<file path="config.mk">
export PLATFORM = sky130hd
export DESIGN_NAME = axi_w_steer_flat
export DESIGN_NICKNAME = d
export VERILOG_FILES = /design/src/rtl/axi_w_steer_pkg.sv /design/src/rtl/axi_w_steer_if.sv /design/src/rtl/axi_w_steer_sel_fifo.sv /design/src/rtl/axi_w_steer.sv /design/src/flat_wrapper.sv
export SDC_FILE = /design/constraint.sdc
export NUM_CORES = 1
export LEC_CHECK = 0
export CAP_MARGIN = 20
export CORE_ASPECT_RATIO = 2
export CORE_MARGIN = 8
export CORE_UTILIZATION = 27
export CTS_CLUSTER_DIAMETER = 60
export CTS_CLUSTER_SIZE = 24
export DETAILED_ROUTE_END_ITERATION = 16
export PLACE_DENSITY = 0.9
export SETUP_SLACK_MARGIN = 0.15
export SYNTH_ARGS = -nofsm -noshare
export SYNTH_HDL_FRONTEND = slang
export SYNTH_HIERARCHICAL = 1
export SYNTH_SLANG_ARGS = --single-unit
</file>
<file path="constraint.sdc">
create_clock -name clk -period 2.8 [get_ports clk]
set_input_delay 0.56 -clock clk [delete_from_list [all_inputs] [get_ports clk]]
set_output_delay 0.56 -clock clk [all_outputs]
set_load 0.05 [all_outputs]
</file>
<file path="src/rtl/axi_w_steer_pkg.sv">
// Shared AXI constants for the W-channel steering block.
package axi_w_steer_pkg;

  localparam int AXI_SEL_W_DEF = 3;

  function automatic int axi_strb_w(input int data_w);
    return data_w / 8;
  endfunction

endpackage

</file>
<file path="src/rtl/axi_w_steer_if.sv">
// AW-selection, master W and fanned-out slave W signals for axi_w_steer.
interface axi_w_steer_if
  import axi_w_steer_pkg::*;
#(
  parameter int NUM_SLAVES = 5,
  parameter int DATA_W     = 32,
  parameter int SEL_W      = AXI_SEL_W_DEF
);
  localparam int STRB_W = axi_strb_w(DATA_W);

  logic                                aw_sel_valid;
  logic [SEL_W-1:0]                    aw_sel;
  logic                                aw_sel_ready;

  logic [DATA_W-1:0]                   m_wdata;
  logic [STRB_W-1:0]                   m_wstrb;
  logic                                m_wlast;
  logic                                m_wvalid;
  logic                                m_wready;

  logic [NUM_SLAVES-1:0][DATA_W-1:0]   s_wdata;
  logic [NUM_SLAVES-1:0][STRB_W-1:0]   s_wstrb;
  logic [NUM_SLAVES-1:0]               s_wlast;
  logic [NUM_SLAVES-1:0]               s_wvalid;
  logic [NUM_SLAVES-1:0]               s_wready;

  modport master (
    output aw_sel_valid, aw_sel, m_wdata, m_wstrb, m_wlast, m_wvalid, s_wready,
    input  aw_sel_ready, m_wready, s_wdata, s_wstrb, s_wlast, s_wvalid
  );

  modport slave (
    input  aw_sel_valid, aw_sel, m_wdata, m_wstrb, m_wlast, m_wvalid, s_wready,
    output aw_sel_ready, m_wready, s_wdata, s_wstrb, s_wlast, s_wvalid
  );

endinterface

</file>
<file path="src/rtl/axi_w_steer_sel_fifo.sv">
// Slave-select FIFO; pointers wrap naturally because DEPTH is a power of two.
module sel_fifo #(
  parameter int WIDTH = 3,
  parameter int DEPTH = 4
) (
  input  logic                     clk,
  input  logic                     rst_n,
  input  logic                     push,
  input  logic [WIDTH-1:0]         push_data,
  input  logic                     pop,
  output logic [WIDTH-1:0]         pop_data,
  output logic                     full,
  output logic                     empty,
  output logic [$clog2(DEPTH):0]   count
);
  localparam int PTR_W = $clog2(DEPTH);

  logic [WIDTH-1:0] mem [DEPTH];
  logic [PTR_W-1:0] wr_ptr;
  logic [PTR_W-1:0] rd_ptr;
  logic             do_push;
  logic             do_pop;

  assign full     = (count == (PTR_W+1)'(DEPTH));
  assign empty    = (count == '0);
  assign do_push  = push && !full;
  assign do_pop   = pop && !empty;
  assign pop_data = mem[rd_ptr];

  always_ff @(posedge clk or negedge rst_n) begin
    if (!rst_n) begin
      wr_ptr <= '0;
      rd_ptr <= '0;
      count  <= '0;
    end else begin
      if (do_push) wr_ptr <= wr_ptr + PTR_W'(1);
      if (do_pop)  rd_ptr <= rd_ptr + PTR_W'(1);
      case ({do_push, do_pop})
        2'b10:   count <= count + (PTR_W+1)'(1);
        2'b01:   count <= count - (PTR_W+1)'(1);
        default: count <= count;
      endcase
    end
  end

  // Storage needs no reset: an entry is only read after it has been written.
  always_ff @(posedge clk) begin
    if (do_push) mem[wr_ptr] <= push_data;
  end

endmodule

</file>
<file path="src/rtl/axi_w_steer.sv">
// Steers the single master W stream to the slave selected by the queued AW
// decode; out-of-range selects are accepted and discarded as a sink burst.
module axi_w_steer
  import axi_w_steer_pkg::*;
#(
  parameter int NUM_SLAVES = 5,
  parameter int DATA_W     = 32,
  parameter int DEPTH      = 4,
  parameter int SEL_W      = AXI_SEL_W_DEF
) (
  input  logic                     clk,
  input  logic                     rst_n,
  axi_w_steer_if.slave             bus,
  output logic                     w_drop,
  output logic [$clog2(DEPTH):0]   outstanding
);
  logic [SEL_W-1:0]      head;
  logic                  empty;
  logic                  full;
  logic                  head_ok;
  logic                  pop;
  logic                  m_wready;
  logic                  drop;
  logic [NUM_SLAVES-1:0] s_wvalid;
  logic [NUM_SLAVES-1:0] s_wlast;

  sel_fifo #(
    .WIDTH (SEL_W),
    .DEPTH (DEPTH)
  ) u_sel_fifo (
    .clk       (clk),
    .rst_n     (rst_n),
    .push      (bus.aw_sel_valid),
    .push_data (bus.aw_sel),
    .pop       (pop),
    .pop_data  (head),
    .full      (full),
    .empty     (empty),
    .count     (outstanding)
  );

  assign head_ok = ({1'b0, head} < (SEL_W+1)'(NUM_SLAVES));
  assign pop     = bus.m_wvalid && m_wready && bus.m_wlast;

  always_comb begin
    s_wvalid = '0;
    s_wlast  = '0;
    m_wready = 1'b0;
    drop     = 1'b0;
    if (!empty) begin
      if (head_ok) begin
        for (int i = 0; i < NUM_SLAVES; i++) begin
          if (head == SEL_W'(i)) begin
            s_wvalid[i] = bus.m_wvalid;
            s_wlast[i]  = bus.m_wlast;
            m_wready    = bus.s_wready[i];
          end
        end
      end else begin
        m_wready = 1'b1;
        drop     = bus.m_wvalid;
      end
    end
  end

  assign bus.aw_sel_ready = !full;
  assign bus.m_wready     = m_wready;
  assign bus.s_wvalid     = s_wvalid;
  assign bus.s_wlast      = s_wlast;
  assign bus.s_wdata      = {NUM_SLAVES{bus.m_wdata}};
  assign bus.s_wstrb      = {NUM_SLAVES{bus.m_wstrb}};
  assign w_drop           = drop;

endmodule

</file>
<file path="src/flat_wrapper.sv">
// flat-port wrapper written by rule: the top's interface ports become plain ports
module axi_w_steer_flat import axi_w_steer_pkg::*;
#(
  parameter int NUM_SLAVES = 5,
  parameter int DATA_W     = 32,
  parameter int DEPTH      = 4,
  parameter int SEL_W      = AXI_SEL_W_DEF
)
  (clk, rst_n, w_drop, outstanding, bus_aw_sel_valid, bus_aw_sel, bus_m_wdata, bus_m_wstrb, bus_m_wlast, bus_m_wvalid, bus_s_wready, bus_aw_sel_ready, bus_m_wready, bus_s_wdata, bus_s_wstrb, bus_s_wlast, bus_s_wvalid);
  axi_w_steer_if #(.NUM_SLAVES(NUM_SLAVES), .DATA_W(DATA_W), .SEL_W(SEL_W)) bus_i ();
  input  logic clk;
  input  logic rst_n;
  output logic w_drop;
  output logic [$clog2(DEPTH):0] outstanding;
  input wire logic [$bits(bus_i.aw_sel_valid)-1:0] bus_aw_sel_valid;
  input wire logic [$bits(bus_i.aw_sel)-1:0] bus_aw_sel;
  input wire logic [$bits(bus_i.m_wdata)-1:0] bus_m_wdata;
  input wire logic [$bits(bus_i.m_wstrb)-1:0] bus_m_wstrb;
  input wire logic [$bits(bus_i.m_wlast)-1:0] bus_m_wlast;
  input wire logic [$bits(bus_i.m_wvalid)-1:0] bus_m_wvalid;
  input wire logic [$bits(bus_i.s_wready)-1:0] bus_s_wready;
  output wire logic [$bits(bus_i.aw_sel_ready)-1:0] bus_aw_sel_ready;
  output wire logic [$bits(bus_i.m_wready)-1:0] bus_m_wready;
  output wire logic [$bits(bus_i.s_wdata)-1:0] bus_s_wdata;
  output wire logic [$bits(bus_i.s_wstrb)-1:0] bus_s_wstrb;
  output wire logic [$bits(bus_i.s_wlast)-1:0] bus_s_wlast;
  output wire logic [$bits(bus_i.s_wvalid)-1:0] bus_s_wvalid;
  assign bus_i.aw_sel_valid = bus_aw_sel_valid;
  assign bus_i.aw_sel = bus_aw_sel;
  assign bus_i.m_wdata = bus_m_wdata;
  assign bus_i.m_wstrb = bus_m_wstrb;
  assign bus_i.m_wlast = bus_m_wlast;
  assign bus_i.m_wvalid = bus_m_wvalid;
  assign bus_i.s_wready = bus_s_wready;
  assign bus_aw_sel_ready = bus_i.aw_sel_ready;
  assign bus_m_wready = bus_i.m_wready;
  assign bus_s_wdata = bus_i.s_wdata;
  assign bus_s_wstrb = bus_i.s_wstrb;
  assign bus_s_wlast = bus_i.s_wlast;
  assign bus_s_wvalid = bus_i.s_wvalid;
  axi_w_steer #(.NUM_SLAVES(NUM_SLAVES), .DATA_W(DATA_W), .DEPTH(DEPTH), .SEL_W(SEL_W)) u_core (.clk(clk), .rst_n(rst_n), .bus(bus_i), .w_drop(w_drop), .outstanding(outstanding));
endmodule
</file>
==> flow_summary.json, run 1 <==
{
  "status": "complete, but fails checks",
  "violations": "negative setup slack",
  "timing.rr.end": "u_core/u_sel_fifo/count[2]",
  "htree_levels": 1,
  "die_w_um": 82.9,
  "slowest_delay_ns": 0.59,
  "slew_viol_final": 0,
  "pin_count": 245,
  "areaGrowthSynthToFinish_pct": -20.8,
  "timing.rr.start": "u_core/u_sel_fifo/rd_ptr[0]",
  "drc": 0,
  "hold_class": "in2async",
  "fin_skew_ns": 0.00242,
  "worst-path-max-fanout": 4,
  "cts_buffer_depth": 2,
  "critPathLaunch": "u_core/u_sel_fifo/rd_ptr[0]",
  "cp.depth": 6,
  "setup-tns-final_ns": -0.0474,
  "syn_area_mm2": 0.00242,
  "fillers": 941,
  "drive_gt1_share_pct": 52.4,
  "grt-ovfl-total": 0,
  "fp.dieArea_mm2": 0.0124,
  "synth_most_common_cell": "buf_4",
  "syn_avg_cell_area_um2": 9.08,
  "synth-edff-count": 12,
  "crit_required_ns": 2.24,
  "synth_flop_cell": "edfxtp_1",
  "dr.pass1.iters": 4,
  "cp-endpoint": "bus_m_wready",
  "detail-route-antenna-nets": 0,
  "rr_worst_depth": 11,
  "syn-num-nets": 321,
  "grt_usage_pct": 7.91,
  "grt_pass1_wl_um": 7310,
  "dp.cells": 218,
  "num_vias": 939,
  "vdd_ir_drop_max_uv": 642,
  "crit_top_cell": "buf_12",
  "path_cells": "mux4_2 -> or4b_4 -> o21ai_4 -> buf_12 -> nor3_4 -> buf_12",
  "finalSetupViolCount": 1,
  "clk-insertion-delay-late_ns": 0.25,
  "synth.distinct_cells": 31,
  "synth_seq_area_share_pct": 22.2,
  "rrSetupSlack_ns": 0.02,
  "slew_headroom_pct": 61.3,
  "clock.fmax_mhz": 351,
  "total_leakage_power_nw": 0.727,
  "core_mm2": 0.00883,
  "hold_viol": 0,
  "worstMarginPinSlew_ns": 0.577,
  "rsz0062_at_grt": "yes",
  "place.gp.congestion": 0.819,
  "cap_violations": 0,
  "netlist_top_cells_area": "buf_4 (56%), edfxtp_1 (15%), dfrtp_1 (7.3%)",
  "routedWlPerCell_um": 24.5,
  "layout_setup_ws_ns": -0.0474,
  "cp.arrival_ns": 2.29,
  "root_buffer": "clkbuf_16",
  "finalNonFillerCells": 226,
  "critPathLaunchType": "flop",
  "min_period_ns": 2.85,
  "grt_start_max_net_pins": 12,
  "cts.clk_slew.worst_paths_ns": 0.05,
  "drt_wl_total_um": 5530,
  "worstSetupPathType": "reg2out",
  "synthCells": 266,
  "cts_made_buffers": 3,
  "yosysWarnings": 6,
  "grt_pass1_vias": 1092,
  "synth_top_area_share_pct": 55.9,
  "clkSinkCount": 19,
  "die_height_um": 150,
  "fin_nets": 180,
  "port_buffers": 28,
  "num_rows": 49,
  "antenna_found_initial": 0,
  "critPathBufInv": 2,
  "yosys.area.top_type": "buf_4",
  "diodes": 0,
  "critical_path.top_delay_family": "simple AND/OR/NAND/NOR gates",
  "avgViaCountPerCell": 4.15,
  "slowest_stage": "mux4_2",
  "synth_commonest_cells": "buf_4 (180), edfxtp_1 (12), inv_1 (8), nor2_1 (8), dfrtp_1 (7)",
  "ys_ff_latch": 19,
  "end_kind": "output pin",
  "powerDensity_mw_per_mm2": 1240,
  "finalCritPeriodShare_pct": 102,
  "initialDrtViolationCount": 34,
  "cts_tree": "built",
  "synthArstFlopShare_pct": 36.8,
  "dp_hpwl_um": 4480,
  "initial_core_util_pct": 27.4
}
==> layout make-up <==
type	instances	area [um2]	share of cell area [%]
Multi-Input combinational cell	56	649	33.9
Sequential cell	19	537	28.1
Timing Repair Buffer	37	489	25.6
Tap cell	102	128	6.67
Clock buffer	3	75.1	3.92
Inverter	8	30.0	1.57
Clock inverter	1	5.00	0.262
==> cell families (layout without fill, tap and decap cells) <==
group	Yosys count	count (layout)	share of synthesized area (%)
compound gates	2	2	0.777
xor+xnor	6	6	2.18
fa+ha+maj	6	6	3.42
buf+inv	191	49	58.0
flops	19	19	22.2
mux	7	7	4.71
simple gates	35	35	8.75
==> cell usage in the layout, fill, tap and decap left out, types with 4 or more instances in the layout <==
cell             instances
ha_1                     4
buf_4                    7
buf_12                  12
clkdlybuf4s50_1         16
edfxtp_1                12
nor2_4                   5
dfrtp_1                  6
inv_1                    7
clkbuf_16                4
==> stage by stage <==
stage	instance area, um2	utilization (%)	worst slack (ns)	hold slack, ns	power, W
after detailed placement	1640	18.6	-0.0723	0.574	0.00179
final	1910	21.7	-0.0474	0.568	0.00238
after floorplan	2450	-	-0.228	0.264	0.00199
after global placement	1640	18.6	-0.00996	0.545	0.00177
after global routing	1910	21.7	-0.119	0.594	0.00249
after CTS	1810	20.5	0.0425	0.575	0.00221
==> layer usage <==
metal / up-vias / track usage (%) / wire length [um]
met5: - / 0 / 0
met4: 0 / 9.73 / 609
met3: 65 / 9.37 / 1480
met2: 104 / 10.4 / 2240
met1: 400 / 5.01 / 1200
li1: 370 / - / -
==> where the power goes <==
group          internal (W)  total (W)  switching, W
combinational      0.000715    0.00159      0.000870
sequential         0.000395   0.000501      0.000105
clock              0.000191   0.000293      0.000101
==> registers in the layout, summed over array words and instances (netlist names) <==
| register | cells |
|---|---|
| u_core/u_sel_fifo/mem | 12 |
| u_core/u_sel_fifo/count | 3 |
| u_core/u_sel_fifo/rd_ptr | 2 |
| u_core/u_sel_fifo/wr_ptr | 2 |
==> timing repair <==
| action | 4_1_cts | 5_1_grt |
|---|---|---|
| pin swaps | 7 | 10 |
| setup buffers | 2 | 2 |
| hold buffers | 0 | 0 |
| setup endpoints to repair | 11 | 11 |
| resized for setup | 14 | 21 |
==> worst min path at each step <==
stage / from / slack [ns] / end
floorplan: rst_n / 0.26 / u_core/u_sel_fifo/count[0]
global placement: u_core/u_sel_fifo/rd_ptr[1] / 0.55 / u_core/u_sel_fifo/rd_ptr[1]
detailed placement: u_core/u_sel_fifo/wr_ptr[1] / 0.57 / u_core/u_sel_fifo/wr_ptr[1]
CTS: rst_n / 0.58 / u_core/u_sel_fifo/wr_ptr[0]
global route: rst_n / 0.59 / u_core/u_sel_fifo/wr_ptr[0]
finish: rst_n / 0.57 / u_core/u_sel_fifo/wr_ptr[0]
Note: power is estimated with default switching activity, not from simulation.
==> run 2: changes to the inputs <==
--- a/config.mk
+++ b/config.mk
@@ -12,7 +12,8 @@
 export CTS_CLUSTER_DIAMETER = 60
 export CTS_CLUSTER_SIZE = 24
 export DETAILED_ROUTE_END_ITERATION = 16
-export PLACE_DENSITY = 0.9
+export PLACE_DENSITY = 0.79
+export REMOVE_ABC_BUFFERS = 1
 export SETUP_SLACK_MARGIN = 0.15
 export SYNTH_ARGS = -nofsm -noshare
 export SYNTH_HDL_FRONTEND = slang
==> flow_summary.json, run 2 (synthesis gave the netlist of run 1 again) <==
{
  "worst-path-max-fanout": 4,
  "grt_pass1_vias": 1247,
  "setup-tns-final_ns": -0.0312,
  "finalNonFillerCells": 226,
  "clock.fmax_mhz": 353,
  "initialDrtViolationCount": 51,
  "worstSetupPathType": "reg2out",
  "cts_tree": "built",
  "grt_pass1_wl_um": 13700,
  "critPathLaunchType": "flop",
  "port_buffers": 28,
  "slew_headroom_pct": 65.3,
  "rrSetupSlack_ns": 0.03,
  "finalPower_w": 0.00230,
  "pin_count": 245,
  "drive_gt1_share_pct": 50.8,
  "crit_required_ns": 2.24,
  "fin_util_pct": 21.4,
  "routedWlPerCell_um": 48.0,
  "htree_levels": 1,
  "worstMarginPinSlew_ns": 0.519,
  "total_leakage_power_nw": 0.720,
  "cts_made_buffers": 3,
  "violations": "negative setup slack",
  "cts_buffer_depth": 2,
  "areaGrowthSynthToFinish_pct": -21.9,
  "hold_ws_ns": 0.579,
  "hold_viol": 0,
  "grt_usage_pct": 16.4,
  "hold_buffers": 0,
  "grt_start_max_net_pins": 12,
  "vdd_ir_drop_max_uv": 695,
  "final_cell_mix": "clkdlybuf4s50_1 (16), edfxtp_1 (12), buf_12 (10)",
  "status": "complete, but fails checks",
  "timing.rr.start": "u_core/u_sel_fifo/rd_ptr[0]",
  "diodes": 0,
  "num_vias": 1097,
  "clkSinkCount": 19,
  "cp.arrival_ns": 2.27,
  "final_common_cell": "clkdlybuf4s50_1",
  "cts.clk_slew.worst_paths_ns": 0.05,
  "antenna_found_initial": 0,
  "finalCritPeriodShare_pct": 101,
  "avgViaCountPerCell": 4.85,
  "dp.cells": 220,
  "die_height_um": 150,
  "largest_registers": "u_core/u_sel_fifo/mem x12, u_core/u_sel_fifo/count x3",
  "critPathLaunch": "u_core/u_sel_fifo/rd_ptr[0]",
  "rsz0062_at_grt": "yes",
  "finalSetupViolCount": 1,
  "min_period_ns": 2.83,
  "drt_wl_total_um": 10800,
  "root_buffer": "clkbuf_16",
  "cap_violations": 0,
  "fin_nets": 180,
  "hold_class": "reg2reg",
  "drc": 0,
  "end_kind": "output pin",
  "timing.rr.end": "u_core/u_sel_fifo/count[2]",
  "num_rows": 49,
  "dr.pass1.iters": 3,
  "layout_setup_ws_ns": -0.0312,
  "place.gp.congestion": 0.853,
  "fin_skew_ns": 0.00134,
  "largest_reg_flops": 12,
  "slew_viol_final": 0,
  "grt-ovfl-total": 0,
  "core_mm2": 0.00883,
  "cp-endpoint": "bus_m_wready",
  "initial_core_util_pct": 27.4,
  "rr_worst_depth": 12,
  "detail-route-antenna-nets": 0,
  "powerDensity_mw_per_mm2": 1220,
  "fp.dieArea_mm2": 0.0124,
  "dp_hpwl_um": 9300,
  "top_register": "u_core/u_sel_fifo/mem",
  "die_w_um": 82.9,
  "clk-insertion-delay-late_ns": 0.25
}
-- run 2: cell count changes in the layout (fill, tap and decap cells not counted), sizes merged --
cell | before | now
bufbuf | 0 | 1
clkbuf | 4 | 3
-- run 2: repair_timing --
action	4_1_cts	5_1_grt
pin swaps	2	10
buffers inserted	0	2
setup endpoints to repair	12	12
gates resized for setup	11	30
-- run 2: per-layer routing --
metal  GRT usage, %  vias up  share of wire, %
met1           10.2      452                21
met2           28.7      239                51
met5           2.05        -                 0
met4           12.2        0               7.9
met3           14.4       36                20
li1               -      370                 -
-- run 2: critical path, cell delays in order (launching register included) --
cell and delay [ns]:
dfrtp_2 0.41, mux4_2 0.56, buf_6 0.14, or4b_4 0.49, o21ai_4 0.10, buf_6 0.12
nor3_2 0.04, buf_6 0.17
-- run 2: power breakdown --
group | total, W | internal, W | switching (W)
Clock | 0.000294 | 0.000192 | 0.000103
Combinational | 0.00150 | 0.000695 | 0.000807
Sequential | 0.000500 | 0.000395 | 0.000104
-- run 2: area by class of cell --
type / count / area (um2)
clock buffers: 3 / 75.1
inverters: 8 / 30.0
clock inverters: 1 / 5.00
well taps: 102 / 128
repair buffers: 37 / 487
fillers: 960 / 6940
flip-flops and latches: 19 / 537
multi-input cells: 56 / 627
-- run 2: worst min path at each step --
stage | start | endpoint | depth (start not counted)
final | u_core/u_sel_fifo/rd_ptr[1] | u_core/u_sel_fifo/rd_ptr[1] | 1
after floorplan | rst_n | u_core/u_sel_fifo/count[0] | 0
after detailed placement | u_core/u_sel_fifo/wr_ptr[1] | u_core/u_sel_fifo/wr_ptr[1] | 1
after CTS | u_core/u_sel_fifo/wr_ptr[1] | u_core/u_sel_fifo/wr_ptr[1] | 1
after global routing | u_core/u_sel_fifo/wr_ptr[1] | u_core/u_sel_fifo/wr_ptr[1] | 1
after global placement | u_core/u_sel_fifo/rd_ptr[1] | u_core/u_sel_fifo/rd_ptr[1] | 1
-- run 2: per-stage QoR --
step | setup WS [ns] | area (um2)
after floorplan | -0.200 | 1040
after global placement | -0.0119 | 1610
after detailed placement | -0.0713 | 1610
after CTS | -0.0365 | 1740
after global routing | -0.131 | 1890
final | -0.0312 | 1890
==> run 3: changes to the inputs <==
--- a/config.mk
+++ b/config.mk
@@ -12,7 +12,7 @@
 export CTS_CLUSTER_DIAMETER = 60
 export CTS_CLUSTER_SIZE = 24
 export DETAILED_ROUTE_END_ITERATION = 16
-export PLACE_DENSITY = 0.79
+export PLACE_DENSITY = 0.9
 export REMOVE_ABC_BUFFERS = 1
 export SETUP_SLACK_MARGIN = 0.15
 export SYNTH_ARGS = -nofsm -noshare
==> flow_summary.json, run 3 (synthesis gave the netlist of run 1 again) <==
{
  "hold_class": "reg2reg",
  "drive_gt1_share_pct": 47.6,
  "slew_headroom_pct": 65.6,
  "crit_top_cell": "xor2_1",
  "p_sw_w": 0.00104,
  "hold_ws_ns": 0.565,
  "rsz0062_at_grt": "yes",
  "slew_viol_final": 0,
  "hold_buffers": 0,
  "p_seq_share_pct": 21.7,
  "cts_tree": "built",
  "rrSetupSlack_ns": 0.03,
  "slowest_delay_ns": 0.58,
  "place.gp.congestion": 0.874,
  "avgViaCountPerCell": 5.00,
  "cts_made_buffers": 3,
  "dp.cells": 218,
  "path_cells": "mux4_2 -> or4b_4 -> o21ai_4 -> nor4_2 -> o31a_2 -> ha_4 -> inv_2 -> fa_2 -> xor2_1 -> nor2_1 -> xor2_1",
  "die_w_um": 82.9,
  "num_rows": 49,
  "rr_worst_depth": 11,
  "crit_required_ns": 2.93,
  "detail-route-antenna-nets": 0,
  "dp_slack_ns": -0.154,
  "grt_usage_pct": 16.6,
  "hold_viol": 0,
  "switching_share_pct": 45.5,
  "pwr-share-comb_pct": 65.4,
  "fin_nets": 180,
  "fp.dieArea_mm2": 0.0124,
  "dp_hpwl_um": 9240,
  "worstHoldStart": "u_core/u_sel_fifo/rd_ptr[1]",
  "critPathLaunchType": "flop",
  "critPathBufInv": 1,
  "finalSetupViolCount": 0,
  "largest_reg_flops": 12,
  "whs_endpoint": "u_core/u_sel_fifo/rd_ptr[1]",
  "routedWlPerCell_um": 49.1,
  "grt_pass1_vias": 1288,
  "final_common_cell": "clkdlybuf4s50_1",
  "initialDrtViolationCount": 51,
  "die_height_um": 150,
  "end_kind": "flop",
  "worstMarginPinSlew_ns": 0.516,
  "vdd_ir_drop_max_uv": 630,
  "largest_registers": "u_core/u_sel_fifo/mem x12, u_core/u_sel_fifo/count x3",
  "cp.arrival_ns": 2.90,
  "layout_setup_ws_ns": 0.0340,
  "initial_core_util_pct": 27.4,
  "timing.rr.start": "u_core/u_sel_fifo/rd_ptr[0]",
  "pin_count": 245,
  "cap_violations": 0,
  "clkSinkCount": 19,
  "min_period_ns": 2.77,
  "grt_start_max_net_pins": 11,
  "htree_levels": 1,
  "critical_path.top_delay_family": "simple AND/OR/NAND/NOR gates",
  "drt_wl_total_um": 11100,
  "clkPwrFrac_pct": 12.9,
  "port_buffers": 28,
  "finalCritPeriodShare_pct": 98.8,
  "finalNonFillerCells": 226,
  "powerDensity_mw_per_mm2": 1230,
  "grt-ovfl-total": 0,
  "final_cell_mix": "clkdlybuf4s50_1 (16), edfxtp_1 (12), buf_12 (11)",
  "core_mm2": 0.00883,
  "timing.rr.end": "u_core/u_sel_fifo/count[2]",
  "worstSetupPathType": "reg2reg",
  "fin_skew_ns": 0.00329,
  "diodes": 0,
  "top_register": "u_core/u_sel_fifo/mem",
  "dr.pass1.iters": 3,
  "cts.clk_slew.worst_paths_ns": 0.05,
  "hold_depth": 1,
  "root_buffer": "clkbuf_16",
  "grt_pass1_wl_um": 13900,
  "worst-path-max-fanout": 4,
  "slowest_stage": "mux4_2",
  "num_vias": 1129,
  "status": "complete, no violations",
  "total_leakage_power_nw": 0.704,
  "antenna_found_initial": 0,
  "areaGrowthSynthToFinish_pct": -23.7,
  "clk-insertion-delay-late_ns": 0.25,
  "drc": 0,
  "clock.fmax_mhz": 362,
  "cts_buffer_depth": 2,
  "p_int_w": 0.00124
}
==> run 3: changes by cell type in the layout (fill, tap and decap cells not counted), sizes merged <==
cell	change
buf	+1
bufbuf	-1
clkbuf	+1
clkinv	-1
==> run 3: timing repair <==
item | 4_1_cts | 5_1_grt
gates resized for setup | 15 | 18
setup endpoints to repair | 12 | 13
pin swaps | 4 | 7
buffers inserted | 2 | 2
==> run 3: stage by stage <==
stage                     power, W  util (%)  setup TNS [ns]  instance area [um2]
after floorplan            0.00122         -          -0.797                 1040
after global placement     0.00166      18.1               0                 1600
final                      0.00228      20.9               0                 1840
after CTS                  0.00210      19.9               0                 1760
after global routing       0.00238      20.9         -0.0643                 1840
after detailed placement   0.00170      18.1          -0.179                 1600
==> run 3: power groups by stage <==
stage               Sequential, W  Clock (W)  Combinational [W]
finish                   0.000494   0.000293            0.00149
global route             0.000503   0.000306            0.00157
CTS                      0.000492   0.000293            0.00131
detailed placement       0.000493          0            0.00120
global placement         0.000487          0            0.00117
floorplan                0.000551          0           0.000674
==> run 3: area by class of cell <==
cell class,count,area (um2)
Tap cell,102,128
Timing Repair Buffer,37,467
Multi-Input combinational cell,56,604
Fill cell,951,6980
Inverter,8,30.0
Sequential cell,19,537
Clock buffer,4,78.8
==> run 3: layer usage <==
metal	track usage (%)	routed length, um	vias to the layer above
met2	29.5	5730	250
met5	0.820	0	-
li1	-	-	368
met3	13.1	1950	48
met1	10.3	2460	463
met4	14.2	959	0
==> run 3: worst max path at each step <==
stage                                 from                          to  depth (start not counted)
2_1_floorplan  u_core/u_sel_fifo/rd_ptr[0]                bus_m_wready                          4
3_3_place_gp   u_core/u_sel_fifo/rd_ptr[0]  u_core/u_sel_fifo/count[2]                         11
3_5_place_dp   u_core/u_sel_fifo/rd_ptr[0]  u_core/u_sel_fifo/count[2]                         11
4_1_cts        u_core/u_sel_fifo/rd_ptr[0]  u_core/u_sel_fifo/count[2]                         11
5_1_grt        u_core/u_sel_fifo/rd_ptr[0]  u_core/u_sel_fifo/count[2]                         11
6_report       u_core/u_sel_fifo/rd_ptr[0]  u_core/u_sel_fifo/count[2]                         11
